**src/rtl/ps2_command_tx.sv**
```systemverilog
// ps2_command_tx: PS/2 host-to-device command transmitter.
// Sends one byte (start, 8 data LSB first, odd parity, stop) and checks
// the device ACK. The pads are driven only through open-collector enables.
// Optional watchdog on missing device clocks: define PS2_CMD_TIMEOUT_EN.
//
// state   | meaning
// --------+----------------------------------------------------------
// IDLE    | both lines released, cmd_ready high
// INHIBIT | clock held low; data pulled low just before clock release
// REQ     | clock released, start bit on data, waiting first device clock
// SHIFT   | data, parity, stop driven on device clock falling edges
// ACK     | waiting for the ACK clock, then sample the data line
// RECOVER | waiting for clock and data both idle-high
module ps2_command_tx #(
  parameter int INHIBIT_CYCLES = 6000,
  parameter int TIMEOUT_CYCLES = 1000000
) (
  input  logic       CLOCK_50,
  input  logic       reset_n,
  input  logic [7:0] cmd_data,
  input  logic       cmd_valid,
  output logic       cmd_ready,
  input  logic       ps2_clk_in,
  input  logic       ps2_dat_in,
  output logic       ps2_clk_oe,
  output logic       ps2_dat_oe,
  output logic       busy,
  output logic       done,
  output logic       ack_error,
  output logic       timeout
);

  localparam int INH_W = (INHIBIT_CYCLES > 2) ? $clog2(INHIBIT_CYCLES) : 2;
  localparam logic [INH_W-1:0] INH_LAST = INH_W'(INHIBIT_CYCLES - 1);
  localparam logic [INH_W-1:0] INH_DAT  = INH_W'(INHIBIT_CYCLES - 2);

  if (INHIBIT_CYCLES < 3 || TIMEOUT_CYCLES < 2) begin : g_param_check
    $error("ps2_command_tx: INHIBIT_CYCLES must be >= 3 and TIMEOUT_CYCLES >= 2");
  end

  typedef enum logic [2:0] {
    IDLE    = 3'd0,
    INHIBIT = 3'd1,
    REQ     = 3'd2,
    SHIFT   = 3'd3,
    ACK     = 3'd4,
    RECOVER = 3'd5
  } state_t;

  state_t           state, state_nx;
  logic [1:0]       clk_sync, dat_sync;
  logic             clk_prev;
  logic             clk_s, dat_s, fe;
  logic [INH_W-1:0] inh_cnt;
  logic [3:0]       bit_cnt;
  logic [7:0]       byte_q;
  logic             parity_q;
  logic             dat_oe_q;
  logic             done_q, ack_error_q;
  logic             accept;
  logic             wd_expire;

  // Two-stage synchronisers on both pads plus a delayed clock copy for edge detect
  always_ff @(posedge CLOCK_50 or negedge reset_n) begin
    if (!reset_n) begin
      clk_sync <= 2'b11;
      dat_sync <= 2'b11;
      clk_prev <= 1'b1;
    end else begin
      clk_sync <= {clk_sync[0], ps2_clk_in};
      dat_sync <= {dat_sync[0], ps2_dat_in};
      clk_prev <= clk_sync[1];
    end
  end

  assign clk_s  = clk_sync[1];
  assign dat_s  = dat_sync[1];
  assign fe     = clk_prev & ~clk_s;
  assign accept = cmd_valid & cmd_ready;

`ifdef PS2_CMD_TIMEOUT_EN
  localparam int WD_W = $clog2(TIMEOUT_CYCLES);
  localparam logic [WD_W-1:0] WD_LAST = WD_W'(TIMEOUT_CYCLES - 1);

  logic [WD_W-1:0] wd_cnt;
  logic            wd_active;
  logic            timeout_q;

  assign wd_active = (state == REQ) || (state == SHIFT) ||
                     (state == ACK) || (state == RECOVER);
  assign wd_expire = wd_active && (wd_cnt == WD_LAST);

  // Watchdog: restarts on every device clock edge and on every state change
  always_ff @(posedge CLOCK_50 or negedge reset_n) begin
    if (!reset_n) begin
      wd_cnt    <= '0;
      timeout_q <= 1'b0;
    end else begin
      timeout_q <= wd_expire;
      if (!wd_active || fe || (state_nx != state))
        wd_cnt <= '0;
      else
        wd_cnt <= wd_cnt + WD_W'(1);
    end
  end

  assign timeout = timeout_q;
`else
  assign wd_expire = 1'b0;
  assign timeout   = 1'b0;
`endif

  // State register
  always_ff @(posedge CLOCK_50 or negedge reset_n) begin
    if (!reset_n)
      state <= IDLE;
    else
      state <= state_nx;
  end

  // Next-state logic
  always_comb begin
    state_nx = state;
    case (state)
      IDLE:    if (accept) state_nx = INHIBIT;
      INHIBIT: if (inh_cnt == INH_LAST) state_nx = REQ;
      REQ:     if (fe) state_nx = SHIFT;
      SHIFT:   if (fe && (bit_cnt == 4'd9)) state_nx = ACK;
      ACK:     if (fe) state_nx = RECOVER;
      RECOVER: if (clk_s && dat_s) state_nx = IDLE;
      default: state_nx = IDLE;
    endcase
    if (wd_expire)
      state_nx = IDLE;
  end

  // Datapath: byte latch, counters, data-line enable and result pulses
  always_ff @(posedge CLOCK_50 or negedge reset_n) begin
    if (!reset_n) begin
      inh_cnt     <= '0;
      bit_cnt     <= '0;
      byte_q      <= '0;
      parity_q    <= 1'b0;
      dat_oe_q    <= 1'b0;
      done_q      <= 1'b0;
      ack_error_q <= 1'b0;
    end else begin
      done_q      <= 1'b0;
      ack_error_q <= 1'b0;
      case (state)
        IDLE: begin
          inh_cnt  <= '0;
          bit_cnt  <= '0;
          dat_oe_q <= 1'b0;
          if (accept) begin
            byte_q   <= cmd_data;
            parity_q <= ~^cmd_data;
          end
        end
        INHIBIT: begin
          inh_cnt <= inh_cnt + INH_W'(1);
          // data goes low one cycle before the clock is released
          if (inh_cnt == INH_DAT)
            dat_oe_q <= 1'b1;
        end
        REQ: begin
          bit_cnt  <= '0;
          dat_oe_q <= 1'b1;
        end
        SHIFT: begin
          if (fe) begin
            bit_cnt <= bit_cnt + 4'd1;
            if (bit_cnt <= 4'd7)
              dat_oe_q <= ~byte_q[bit_cnt[2:0]];
            else if (bit_cnt == 4'd8)
              dat_oe_q <= ~parity_q;
            else
              dat_oe_q <= 1'b0;
          end
        end
        ACK: begin
          if (fe && !wd_expire) begin
            done_q      <= ~dat_s;
            ack_error_q <= dat_s;
          end
        end
        default: begin
        end
      endcase
      if (wd_expire)
        dat_oe_q <= 1'b0;
    end
  end

  assign cmd_ready  = (state == IDLE);
  assign busy       = (state != IDLE);
  assign ps2_clk_oe = (state == INHIBIT);
  assign ps2_dat_oe = dat_oe_q;
  assign done       = done_q;
  assign ack_error  = ack_error_q;

endmodule

```
**config.mk**
```make
export PLATFORM = sky130hd
export DESIGN_NAME = ps2_command_tx
export DESIGN_NICKNAME = d
export VERILOG_FILES = /design/src/rtl/ps2_command_tx.sv
export SDC_FILE = /design/constraint.sdc
export NUM_CORES = 1
export LEC_CHECK = 0
export BUFFER_PORTS_ARGS = -buffer_cell sky130_fd_sc_hd__buf_2
export CAP_MARGIN = 20
export CORE_AREA = 4 4 64 66
export DETAILED_ROUTE_END_ITERATION = 6
export DIE_AREA = 0 0 68 70
export PLACE_DENSITY_LB_ADDON = 0.25
export SYNTH_ARGS = -nofsm -noshare
export SYNTH_HDL_FRONTEND = slang
export SYNTH_SLANG_ARGS = --single-unit
```
**constraint.sdc**
```tcl
create_clock -name CLOCK_50 -period 2.3 [get_ports CLOCK_50]
set_clock_uncertainty 0.1 [all_clocks]
set_input_delay 0.115 -clock CLOCK_50 [delete_from_list [all_inputs] [get_ports CLOCK_50]]
set_output_delay 0.115 -clock CLOCK_50 [all_outputs]
set_load 0.05 [all_outputs]
```
## After elaboration in Yosys (flattened, before gate mapping)

Cells that the tools add are included.

| word-level totals | value |
|---|---|
| bits in registers | 37 |
| input port bits | 13 |
| output and inout port bits | 7 |
| logic and storage cells | 72 |

| cells by class | value |
|---|---|
| add/subtract/negate cells | 2 |
| order comparisons | 2 |
| equal/unequal tests | 17 |
| multiplexer cells | 21 |
| bitwise operators | 6 |
| reduce and logical (&&, ||, !) cells | 13 |

Operators by type and width:

| kind | count |
|---|---|
| == test 13 bit, second input constant | 2 |
| case mux 13 bit (2 select lines) | 1 |
| two-way mux 3 bit | 6 |
| case mux 3 bit (6 select lines) | 1 |
| adder 13 x 1 -> 13 bit, second input constant | 1 |
| inequality test 2 bit, second input constant | 5 |
| two-way mux 1 bit | 9 |
| == test 4 bit, second input constant | 2 |
| case mux 4 bit (2 select lines) | 1 |
| XNOR reduction 8 bit | 1 |
| == test 3 x 2 -> 1 bit, second input constant | 2 |
| == test 3 bit, second input constant | 2 |
| inequality test 2 x 1 -> 1 bit, second input constant | 3 |
| AND reduction 6 bit | 1 |
| adder 4 x 1 -> 4 bit, second input constant | 1 |
| <= comparator 4 x 3 -> 1 bit, second input constant | 1 |
| < comparator 3 x 4 -> 1 bit, second input constant | 1 |
| two-way mux 4 bit | 1 |
| inverter 1 bit | 4 |
| case mux 1 bit (4 select lines) | 1 |
| AND reduction 2 bit | 2 |
| nonzero test 2 bit | 2 |
| nonzero test 4 bit | 1 |
| binary-select mux 1 bit (select 3 bit) | 1 |
| 7 further kinds | 9 |

## Longest topological paths before layout

| logic depth | value |
|---|---|
| word-level depth | 6 |
| gate-level depth with buffers | 8 |
| depth with buffers taken out | 6 |

## Worst setup path before layout

Ideal clock, no wire load.

| timing | value |
|---|---|
| path type | reg2reg |
| start | register state[1] |
| end | register inh_cnt[10] |
| library setup time | 0.123 ns |
| data arrival time | 1.728 ns |
| required time | 2.077 ns |
| path slack | 0.349 ns |
| stages on the path, launching flop included | 6 |
| path buffers | 0 |
| clock period less this slack | 1.951 ns |
| cells stage by stage | dfrtp_1 > nor3b_4 > inv_1 > nor3_2 > nand3_1 > mux2i_1 |

| between the ends | value |
|---|---|
| longest elaborated chain between the ends | 2 |
| elaborated cells on any way between the ends | 4 |
| classes of those cells | eq/ne: 1; mux: 1; reduce/logical: 2 |

Ends and longest elaborated chain:

| what | RTL line | text |
|---|---|---|
| start, declared | 50 | `state_t state, state_nx;` |
| start signal, assigned | 118 | `state <= state_nx;` |
| == test 3 x 1 -> 1 bit * | -- |  |
| named net ps2_clk_oe | 25 | `output logic ps2_clk_oe,` |
| case mux 13 bit (2 select lines) / nonzero test 2 bit (equally long branches) | -- |  |
| end signal, assigned | 161 | `inh_cnt <= inh_cnt + INH_W'(1);` |
| end, declared | 54 | `logic [INH_W-1:0] inh_cnt;` |

The timed path passes the listed nets; every way through them passes the cells marked *.
A chain may end at the register's enable or synchronous reset.

## Final worst setup path

| timing | value |
|---|---|
| start | register state[1] |
| end | output cmd_ready |

| between the ends | value |
|---|---|
| longest elaborated chain between the ends | 1 |

Ends and longest elaborated chain:

| what | RTL line | text |
|---|---|---|
| logical NOT 3 bit | 195 | `assign cmd_ready = (state == IDLE);` |
| end, declared | 22 | `output logic cmd_ready,` |

Every way passes these cells.

==> out/summary.md <==
The flow ran to the end, and the final reports show no timing, DRC or antenna violations. Nature of the critical path startpoint: a flip-flop. The sequential cells in the finished layout cover a total of 932 µm².

Derived from the worst setup path, the maximum achievable clock frequency is 0.492 GHz. For the count of non-filler cells in the finished layout, the log shows 273. Summing all placed instances gives a cell area of 2060 µm². Half-perimeter wire length after placement: 2.69 mm. In this run the critical register-to-register path is launched from state[1].

From synthesis to final layout, the design area changed by 15.7%. The number of remaining DRC errors is 0. Setup repair after global routing left no endpoint under its margin.

The count of state elements after synthesis was 37; the first-pass GRT wire length was 6.60 mm. The clock net in this run drives a total of 37 sinks. The number of placed instances, taps included, is 254. The count of vias placed by the detailed router is 1503. Share of the core filled with cells: 0.632.

The floorplan has 22 rows. Switching part of the total: 0.212. The clock passes through at most 2 buffers. The share of post-route cells with drive strength above 1 was 0.213; the combinational share of power was 0.057.

For the depth of the CTS H-tree, the log shows 2. Number of optimization iterations in the first detailed-route pass: 4. The cell taking the most area after synthesis is dfrtp_1. The height of the die was 70 µm; the register clock-pin slew on the reported worst setup and hold paths was 0.13 ns.

Post-CTS repair changed the size of 0 cells. The number of endpoints with negative hold slack in the final report is 0, and the internal power contribution is 0.951 mW. The worst hold path endpoint was parity_q.

STA puts the critical path data arrival time at 1.82 ns. In the synthesized netlist the dominant register cell turns out to be dfrtp_1. The number of buffers added on ports is 18. Die area: 4760 µm². The category of cells accounting for the largest share of critical-path delay is simple AND/OR/NAND/NOR gates. In this run the post-CTS setup repair buffer count came out at 0.

The relative contribution of sequential cells to total power came out at 0.548. Setup violations remaining at the end of the flow were counted as 0. The cell with the biggest individual delay on the critical path was or3_1. The tools report the net count after synthesis as 214. The synthesized design contains 0 enable-type register cells.

The class of the most critical hold timing path was input port to flip-flop. The repair_antennas step left the layout with diodes totalling 0. Yosys printed 0 warnings. On the worst path, the slowest cell contributes a delay of 0.56 ns.

The logs give 0.178 for the overall routing resource usage and 2260 µm² for the cell area after layout. In this run the standard cell core region covers 3580 µm². The clock period minus final worst setup slack came out at 2.03 ns. For the layout net count, the log shows 242. TritonCTS built the clock tree.

After filler insertion, the fill cell instance count of the layout stands at 306. Synthesis instantiated 43 different standard cells from the library. The cell sitting at the root of the clock tree is a clkbuf_4. By area the synthesized netlist is led by dfrtp_1, dfstp_2, mux2_2, nand2_1, mux2i_1. The clock reaches the later pin of the worst-skew pair after 0.35 ns. The capture instance of the worst register-to-register path was inh_cnt[7]. The ratio of total power to cell area works out to 533 nW/µm².

The maximum number of pins on one net before global-route repair was 38; the detailed-route vias per instance was 5.51. STA puts the critical path data required time at 2.09 ns. The logs give 0.546 for the initial core utilization and 5 for the number of buffers created by CTS.

The worst register-to-register path has a setup slack of 0.41 ns. The first routing iteration left 138 violations. The average wire length per cell after detail routing is 13.6 µm, and the final RePlAce weighted congestion is 0.849. The startpoint identified for the worst hold timing path is cmd_valid. The headroom to the max-slew limit came out at 0.452. At the pin with the least slew margin, the transition time is 0.821 ns. Along the worst hold path, the cell count comes to 3. The number of antenna violations at the first check in global routing is 0, and the portion of synthesized cell area occupied by the leading cell type is 0.410. The logs give 0 for the count of final max-slew check failures and 1950 µm² for the total standard cell area after synthesis. The worst path buffer plus inverter count is 2, and the via count of the first global-routing pass is 1490. Synthesis produced 196 cells.

Summed over all failing endpoints, the final setup total negative slack is 0 ns. In this run the number of cells on the critical path is 3. In the final layout, the multi-input gates occupy 926 µm². 20 I/O pins were placed. In this run the power spent charging and discharging nets is 0.255 mW.

Static leakage power: 1.05 nW. The total design power is 1.21 mW, and the share of the cycle needed by the critical path after routing is 0.884. In this run the mean area of a mapped cell was 9.97 µm². In this run the worst path has a maximum fanout of 13.

The share of synthesized registers carrying an async set or reset is 1.00, and the sequential share of the synthesized area is 0.477. Counting cells, the worst reg-to-reg path comes to 6. The die is 68 µm wide. The critical path is of the flip-flop to output pin type. The count of max-cap constraint violations is 0.

The logs give 0 for the number of routed nets with antenna violations and 0.324 mV for the peak supply drop. The final layout contains routed wiring with a total length of 3.72 mm. The critical path goes through or3_1, clkinv_4, buf_2.

The clock group share of total power was 0.395; the remaining global-route overflow was 0. The worst setup path is captured at an output pin.
logic make-up (layout without fill, tap and decap cells):
family,after synthesis,in the layout,synth area share
flip-flops,37,37,0.477
multiplexers,18,18,0.110
other,1,1,0.00192
adder cells (fa/ha/maj),5,5,0.0320
buffers and inverters,19,48,0.0493
AO/OA/AOI/OAI,33,33,0.0941
XOR/XNOR,8,8,0.0359
AND/OR/NAND/NOR,75,75,0.200
area by class of cell:
class                           count  area share
Clock buffer                        6      0.0227
Clock inverter                      2      0.0166
Inverter                            9      0.0172
Multi-Input combinational cell    140       0.410
Sequential cell                    37       0.412
Tap cell                           48      0.0266
Timing Repair Buffer               31      0.0952
layout by cell type, fill, tap and decap left out, drive strengths merged, types with 8 or more instances in the layout:
master       count
a21oi            8
buf             20
dfrtp           32
dlygate4sd3     11
inv              8
mux2             8
mux2i            8
nand2           25
nand3           11
nor2            15
o21ai           17
metrics by stage:
step | hold slack (ns) | setup WS (ns)
after floorplan | -0.281 | 0.349
after global placement | 0.120 | 0.502
after detailed placement | 0.122 | 0.416
after CTS | 0.127 | 0.249
after global routing | 0.141 | 0.158
final | 0.136 | 0.267
per-layer routing:
| layer | vias up | share of wire | global-route usage |
|---|---|---|---|
| met3 | 5 | 0.036 | 0.0514 |
| met5 | - | 0 | 0 |
| met4 | 0 | 0.011 | 0.0508 |
| li1 | 734 | - | - |
| met2 | 30 | 0.52 | 0.302 |
| met1 | 734 | 0.43 | 0.216 |
synth_stat cells (3+ instances only):
master / n
dfrtp_1: 32
nand2_1: 24
o21ai_0: 16
nor2_1: 14
nand3_1: 11
a21oi_1: 8
inv_1: 8
mux2_2: 8
mux2i_1: 8
clkbuf_1: 6
xnor2_1: 6
dfstp_2: 5
ha_1: 5
nor3_1: 4
a31oi_1: 3
nand4_1: 3
worst max-delay path by stage:
stage,end,slack (ns),from
after floorplan,inh_cnt[10],0.35,state[1]
after global placement,byte_q[4],0.50,state[1]
after detailed placement,byte_q[1],0.42,state[1]
after CTS,cmd_ready,0.25,state[1]
after global routing,cmd_ready,0.16,state[1]
final,cmd_ready,0.27,state[1]
state kept, by name (all words and copies together) (netlist names):
signal and flops:
ack_error 1, bit_cnt 4, byte_q 8, clk_prev 1, clk_sync 2, dat_sync 2, done 1, inh_cnt 13
parity_q 1, ps2_dat_oe 1, state 3
power by group through the flow:
stage / combinational, mW / sequential, mW / clock [mW]
detailed placement: 0.0557 / 0.673 / 0
global placement: 0.0542 / 0.673 / 0
floorplan: 0.0278 / 0.673 / 0
global route: 0.0760 / 0.661 / 0.519
CTS: 0.0699 / 0.661 / 0.494
finish: 0.0686 / 0.660 / 0.477
what timing repair did:
action	in CTS	in global routing
endpoints found under the hold margin	42	0
setup endpoints to repair	0	0
hold buffers	11	0
worst min-delay path, cell delays in order:
cell and delay (ns):
buf_2 0.12, nand2_2 0.19, o21ai_0 0.12
No activity file was read; power rests on OpenSTA's default activity.
